`src/rtl/dma_io_agent.sv`:
```
// dma_io_agent
// Peripheral-side endpoint of a DMA dreq/dack handshake. Device data is
// buffered in two FIFOs: outbound (device -> memory) and inbound
// (memory -> device). When a transfer is armed, dreq is raised. One byte
// moves per xfer_stb while dack is high. eop_out marks the final byte, and
// an early eop_in from the controller ends the transfer and keeps the
// untransferred residue in 'remaining'.
//
// Optional feature (macro DMA_BURST_HOLD_EN): dreq is only raised from REQ
// once a worthwhile burst is available. For outbound, that means
// level >= DEPTH/2 or level >= remaining. For inbound, the same test is
// applied to the free entries. Once raised, dreq holds until the FIFO
// runs dry (or fills) or the count is exhausted.
//
// Ports:
//   clk, reset_n            clock, synchronous active-low reset
//   start, dir, count       arm a transfer (dir 0 = dev->mem, 1 = mem->dev)
//   dev_wr_valid/data/ready device push into the outbound FIFO
//   dev_rd_valid/data/ready device pull from the inbound FIFO
//   dreq, dack, xfer_stb    DMA handshake and per-byte strobe
//   bus_data_in             memory-side data for dir=1
//   bus_data_out, _oe       outbound head driven toward memory
//   eop_in, eop_out         early terminate in / final-byte indicator out
//   busy, done, err         status (done is a pulse, err is sticky)
//   remaining               bytes still to move

module dma_io_agent #(
    parameter int DATA_W = 8,
    parameter int DEPTH  = 8,
    parameter int CNT_W  = 8
) (
    input  logic              clk,
    input  logic              reset_n,
    input  logic              start,
    input  logic              dir,
    input  logic [CNT_W-1:0]  count,
    input  logic              dev_wr_valid,
    input  logic [DATA_W-1:0] dev_wr_data,
    output logic              dev_wr_ready,
    output logic              dev_rd_valid,
    output logic [DATA_W-1:0] dev_rd_data,
    input  logic              dev_rd_ready,
    output logic              dreq,
    input  logic              dack,
    input  logic              xfer_stb,
    input  logic [DATA_W-1:0] bus_data_in,
    output logic [DATA_W-1:0] bus_data_out,
    output logic              bus_data_oe,
    input  logic              eop_in,
    output logic              eop_out,
    output logic              busy,
    output logic              done,
    output logic              err,
    output logic [CNT_W-1:0]  remaining
);

    localparam int AW = $clog2(DEPTH);
    localparam logic [AW:0]      FULL_LVL = (AW+1)'(DEPTH);
    localparam logic [CNT_W-1:0] CNT_ONE  = CNT_W'(1);
    localparam logic [AW-1:0]    PTR_ONE  = AW'(1);
    localparam logic [AW:0]      LVL_ONE  = (AW+1)'(1);
`ifdef DMA_BURST_HOLD_EN
    localparam logic [AW:0]      HALF_LVL = (AW+1)'(DEPTH/2);
`endif

    typedef enum logic [1:0] {IDLE, REQ, XFER, DONE} state_t;

    state_t            state, state_next;
    logic              dir_q;
    logic [CNT_W-1:0]  remaining_q;
    logic              err_q;
    logic              dreq_q, dreq_d;

    logic [DATA_W-1:0] ob_mem [DEPTH];
    logic [AW-1:0]     ob_rd, ob_wr;
    logic [AW:0]       ob_level;
    logic [DATA_W-1:0] ib_mem [DEPTH];
    logic [AW-1:0]     ib_rd, ib_wr;
    logic [AW:0]       ib_level;

    logic ob_empty, ob_full, ib_empty, ib_full;
    logic ob_push, ob_pop, ib_push, ib_pop;
    logic byte_stb, byte_moved, byte_fault;
    logic active_next, dir_eff, rem_nz, dreq_cond;
    logic [CNT_W-1:0] rem_eff;
    logic [AW:0]      ib_free, level_eff;

    assign ob_empty = (ob_level == '0);
    assign ob_full  = (ob_level == FULL_LVL);
    assign ib_empty = (ib_level == '0);
    assign ib_full  = (ib_level == FULL_LVL);
    assign ib_free  = FULL_LVL - ib_level;

    // A strobe only counts in XFER with dack high. It then either moves a
    // byte or, if the FIFO on the memory side cannot take or give one,
    // flags an underrun or overrun and leaves everything else untouched.
    assign byte_stb   = (state == XFER) & dack & xfer_stb;
    assign ob_push    = dev_wr_valid & ~ob_full;
    assign ob_pop     = byte_stb & ~dir_q & ~ob_empty;
    assign ib_push    = byte_stb & dir_q & ~ib_full;
    assign ib_pop     = dev_rd_ready & ~ib_empty;
    assign byte_moved = ob_pop | ib_push;
    assign byte_fault = byte_stb & (dir_q ? ib_full : ob_empty);

    // Next-state logic for the transfer sequencer.
    always_comb begin
        state_next = state;
        case (state)
            IDLE: if (start) state_next = (count == '0) ? DONE : REQ;
            REQ: begin
                if (eop_in)    state_next = DONE;
                else if (dack) state_next = XFER;
            end
            XFER: begin
                if (eop_in || (byte_moved && remaining_q == CNT_ONE)) state_next = DONE;
                else if (!dack)                                       state_next = REQ;
            end
            DONE:    state_next = IDLE;
            default: state_next = IDLE;
        endcase
    end

    // dreq is registered, so it follows FIFO levels one cycle late. While
    // a start is being accepted, dir_q and remaining_q are not loaded yet,
    // so the request condition looks at the incoming dir/count instead.
    always_comb begin
        active_next = (state_next == REQ) || (state_next == XFER);
        dir_eff     = (state == IDLE) ? dir : dir_q;
        rem_eff     = (state == IDLE) ? count : remaining_q;
        level_eff   = dir_eff ? ib_free : ob_level;
        rem_nz      = (rem_eff != '0);
`ifdef DMA_BURST_HOLD_EN
        dreq_cond   = (dreq_q & (level_eff != '0) & rem_nz)
                    | ((state == REQ) & rem_nz &
                       ((level_eff >= HALF_LVL) || (32'(level_eff) >= 32'(rem_eff))));
`else
        dreq_cond   = (level_eff != '0) & rem_nz;
`endif
        dreq_d      = active_next & dreq_cond;
    end

    always_ff @(posedge clk) begin
        if (!reset_n) begin
            state       <= IDLE;
            dir_q       <= 1'b0;
            remaining_q <= '0;
            err_q       <= 1'b0;
            dreq_q      <= 1'b0;
            ob_rd       <= '0;
            ob_wr       <= '0;
            ob_level    <= '0;
            ib_rd       <= '0;
            ib_wr       <= '0;
            ib_level    <= '0;
        end else begin
            state  <= state_next;
            dreq_q <= dreq_d;

            if (state == IDLE && start) begin
                dir_q       <= dir;
                remaining_q <= count;
                err_q       <= 1'b0;
            end else begin
                if (byte_moved) remaining_q <= remaining_q - CNT_ONE;
                if (byte_fault) err_q       <= 1'b1;
            end

            if (ob_push) ob_wr <= ob_wr + PTR_ONE;
            if (ob_pop)  ob_rd <= ob_rd + PTR_ONE;
            case ({ob_push, ob_pop})
                2'b10:   ob_level <= ob_level + LVL_ONE;
                2'b01:   ob_level <= ob_level - LVL_ONE;
                default: ob_level <= ob_level;
            endcase

            if (ib_push) ib_wr <= ib_wr + PTR_ONE;
            if (ib_pop)  ib_rd <= ib_rd + PTR_ONE;
            case ({ib_push, ib_pop})
                2'b10:   ib_level <= ib_level + LVL_ONE;
                2'b01:   ib_level <= ib_level - LVL_ONE;
                default: ib_level <= ib_level;
            endcase
        end
    end

    // Storage needs no reset. The levels decide what is valid.
    always_ff @(posedge clk) begin
        if (ob_push) ob_mem[ob_wr] <= dev_wr_data;
        if (ib_push) ib_mem[ib_wr] <= bus_data_in;
    end

    assign dreq         = dreq_q;
    assign busy         = (state != IDLE);
    assign done         = (state == DONE);
    assign err          = err_q;
    assign remaining    = remaining_q;
    assign eop_out      = (state == XFER) & dack & (remaining_q == CNT_ONE);
    assign bus_data_oe  = dack & (state == XFER) & ~dir_q;
    assign bus_data_out = (bus_data_oe & ~ob_empty) ? ob_mem[ob_rd] : '0;
    assign dev_wr_ready = ~ob_full;
    assign dev_rd_valid = ~ib_empty;
    assign dev_rd_data  = ib_empty ? '0 : ib_mem[ib_rd];

endmodule
```
`config.mk`:
```
export PLATFORM = sky130hd
export DESIGN_NAME = dma_io_agent
export DESIGN_NICKNAME = d
export VERILOG_FILES = /design/src/rtl/dma_io_agent.sv
export SDC_FILE = /design/constraint.sdc
export NUM_CORES = 1
export LEC_CHECK = 0
export ABC_AREA = 1
export BUFFER_PORTS_ARGS = -buffer_cell sky130_fd_sc_hd__buf_2
export CAP_MARGIN = 15
export CORE_ASPECT_RATIO = 1.5
export CORE_MARGIN = 1.5
export CORE_UTILIZATION = 50
export DETAILED_ROUTE_END_ITERATION = 16
export PLACE_DENSITY = 0.74
export SYNTH_ARGS = -nofsm -noshare
export SYNTH_HDL_FRONTEND = slang
export SYNTH_SLANG_ARGS = --single-unit
```
`constraint.sdc`:
```
create_clock -name clk -period 6.84 [get_ports clk]
set_clock_uncertainty 0.2 [all_clocks]
set_input_delay 0.342 -clock clk [delete_from_list [all_inputs] [get_ports clk]]
set_output_delay 0.342 -clock clk [all_outputs]
set_load 0.05 [all_outputs]
```
==> results.md <==
- Maximum number of pins on one net before global-route repair: 34
- Setup slack after layout: ~3.4 ns
- Die X-Extent: 101 um
- Die area: 15000 um2
- Proportion of synthesized chip area in sequential cells: 64.9%
- Final count of pins violating max slew: 0
- Largest stage delay, worst path: about 0.91 ns
- Global route total overflow: 0
- Clock root buffer: clkbuf_16
- Power density relative to cell area: about 350 nW/um2
- Core footprint: 14000 um2
- Cell row count: 53
- Fraction of registers with async set or reset after synthesis: 0%
- Initial core utilization: slightly above 50%
- Later-pin clock latency in the skew report: 0.42 ns
- Synthesized Nets: 703
- Vias after detailed routing: 5148
- Most frequent standard cell in the layout excluding fill and tap cells: nor2_1
- Vias per Instance: 5.49
- Max clock buf depth: 2
- Actual transition at the worst max-transition pin: 1.01 ns
- Sum Neg Setup Slack: 0 ns
- Critical path data arrival time: between 2 and 3 ns
- Result of the run: finished clean
- Number of sinks driven by the clock tree: 167
- Routability cong.: 0.892
- Final worst path period share: 50.5%
- Prevailing post-synth register cell: edfxtp_1
- Cell Area, Synth: 7130 um2
- Average cell area after synthesis: 10.9 um2
- Initial antenna violation count: 0
- Number of buffer cells added on primary ports: between 60 and 70
- Post-layout instance area: 8330 um2
- Number of placed I/O pins: 65
- Filler Cells Inserted: 1117
- Synthesis-to-finish area growth: 16.8%
- Core occupancy in the finished layout: 59.5%
- Timing-limited maximum frequency: between 200 and 300 MHz
- Wire length per cell after detailed routing: 16.5 um
- Number of standard cells in the layout, taps in and fillers out: 938
- Minimum setup slack after placement: 3.67 ns
- Type of the worst setup path: register to primary output
- Post-detailed-route DRC marker count: 0
- Number of buffers created by CTS: 17
- Top area cells in the synthesized netlist: edfxtp_1 54%, dfxtp_1 11%, nor2_1 7.7%
- Cell variety after synth: 36
- Register bit total from synthesis: 167
- Initial DRC count: 308
- Aggregate routed wire length: 15500 um
- Reported leakage power: 3.10 nW
- Via count of the first global-routing pass: between 5000 and 6000
- GR Util All Layers: 21.5%
- Path class of the lowest-slack min-delay path: input pin to register
- Vertical die dimension: around 150 um
- Min cycle time layout: 3.45 ns
- Cell count after synthesis: approximately 660
- Leading cell types in the layout, fill and taps excluded: 147 x nor2_1, 128 x edfxtp_1, 79 x o21ai_0
- Setup violation total in the final timing report: 0
- Wire length of the first global-routing pass: 24500 um
- Critical path required time: 6.30 ns
- Series of cell instances along the critical path: inv_1, o21ai_0, o22ai_1, o21ai_0, nor2_1, buf_2
- Slowest cell on the critical path: dfxtp_1
- Number of hold violations in the final report: 0
- Sort of element at the end of the critical path: primary output
- Post-synth EDFFs: 128
- Antenna diode count: 0
- Clock slew at reported path FFs: 0.06 ns
- Largest voltage drop on the vdd net: about 0.38 mV
- Crit path top cell by count: o21ai_0
- Cell accounting for the most synthesized area: edfxtp_1
- Largest fanout of any net on the critical path: 33
- Unrepaired setup endpoints after global routing: false
- Total number of yosys warnings: 0
- Number of max-cap violations: 0
- Post-synth top area share: 53.9%
- Detailed placer's ending HPWL: just over 10000 um
- Post-cts sizing count: 0
- Placed Instance Area: about 7600 um2
- Number of placed instances with taps included: 891
- H-tree levels: 4
- Drt pass-1 iters: 5
- Worst Setup Start Kind: register
- Fraction of layout instances using a drive strength above 1: between 10% and 20%
- Post-DRT Antenna Nets: 0
- Post-layout nets: 781
- Worst-case headroom to the max-slew limit: about 33%
- TritonCTS clock tree: yes
==> power breakdown <==
group	total, W	leakage (nW)	switching (W)	internal [W]
registers	0.00120	1.48	0.0000647	0.00114
clock network	0.000909	0.276	0.000400	0.000510
logic	0.000819	1.35	0.000583	0.000237
==> cell usage after synthesis, types with 3 or more instances <==
library cell,number
edfxtp_1,128
ha_1,13
clkbuf_1,20
nand2_1,57
a22oi_1,3
inv_2,5
nor3_1,13
o32ai_1,16
xnor2_1,5
nor2_2,4
xor2_1,4
o21ai_0,79
nand3_1,9
dfxtp_1,39
nor2_1,147
a211oi_2,3
inv_1,43
a21oi_1,27
o221a_2,14
==> logic make-up after synthesis <==
| group | synth area share [%] |
|---|---|
| buffers and inverters | 3.68 |
| AOI/OAI and AO/OA | 13.7 |
| DFF | 64.9 |
| and+or+nand+nor | 13.8 |
| adders and majority gates | 2.84 |
| xor gates and xnor gates | 1.11 |
==> sequential cells by signal, indices dropped and copies added, names as in the netlist, named ones only <==
register	cells
dir_q	1
dreq	1
err	1
ib_level	4
ib_mem	64
ib_rd	3
ib_wr	3
ob_level	4
ob_mem	64
ob_rd	3
ob_wr	3
remaining	8
state	2
==> timing repair <==
| action | CTS | global route |
|---|---|---|
| hold buffers | 12 | 0 |
| setup buffers | 0 | 0 |
| hold endpoints to repair | 79 | 0 |
==> metrics by stage <==
stage	hold slack (ns)	total power (W)
2_1_floorplan	0.233	0.00183
3_3_place_gp	0.245	0.00200
3_5_place_dp	0.262	0.00203
4_1_cts	0.000392	0.00294
5_1_grt	0.0289	0.00307
6_report	0.0164	0.00293
==> worst paths after layout <==
check | startpoint | end | slack (ns) | depth (start not counted)
setup / recovery | register | bus_data_out[6] | 3.39 | 6
hold / removal | bus_data_in[6] | ib_mem[6][6] | 0.02 | 1
setup reg to reg | ib_level[1] | ib_level[3] | 3.78 | 17
hold reg to reg | ib_rd[2] | register | 0.27 | 2
==> metal layers <==
metal | global-route usage, % | up-vias | part of all wire, %
li1 | - | 2476 | -
met1 | 23.2 | 2501 | 39
met2 | 40.4 | 151 | 55
met3 | 4.26 | 20 | 4.6
met4 | 8.66 | 0 | 1.5
met5 | 0 | - | 0
==> area by class of cell <==
type,instances,area [um2],share of cell area (%)
Tap cell,192,240,2.89
Sequential cell,167,4620,55.5
Multi-Input combinational cell,418,2240,26.9
Timing Repair Buffer,81,473,5.68
Inverter,48,180,2.16
Clock buffer,18,429,5.15
Clock inverter,14,135,1.62
==> critical path: cells and delay by family, from the launching register on <==
kind | cells | cell delay, ns
AOI/OAI and AO/OA | 3 | 0.61
buffers and inverters | 2 | 0.89
DFF | 1 | 0.91
and+or+nand+nor | 1 | 0.07
Note: power is estimated with default switching activity, not from simulation.
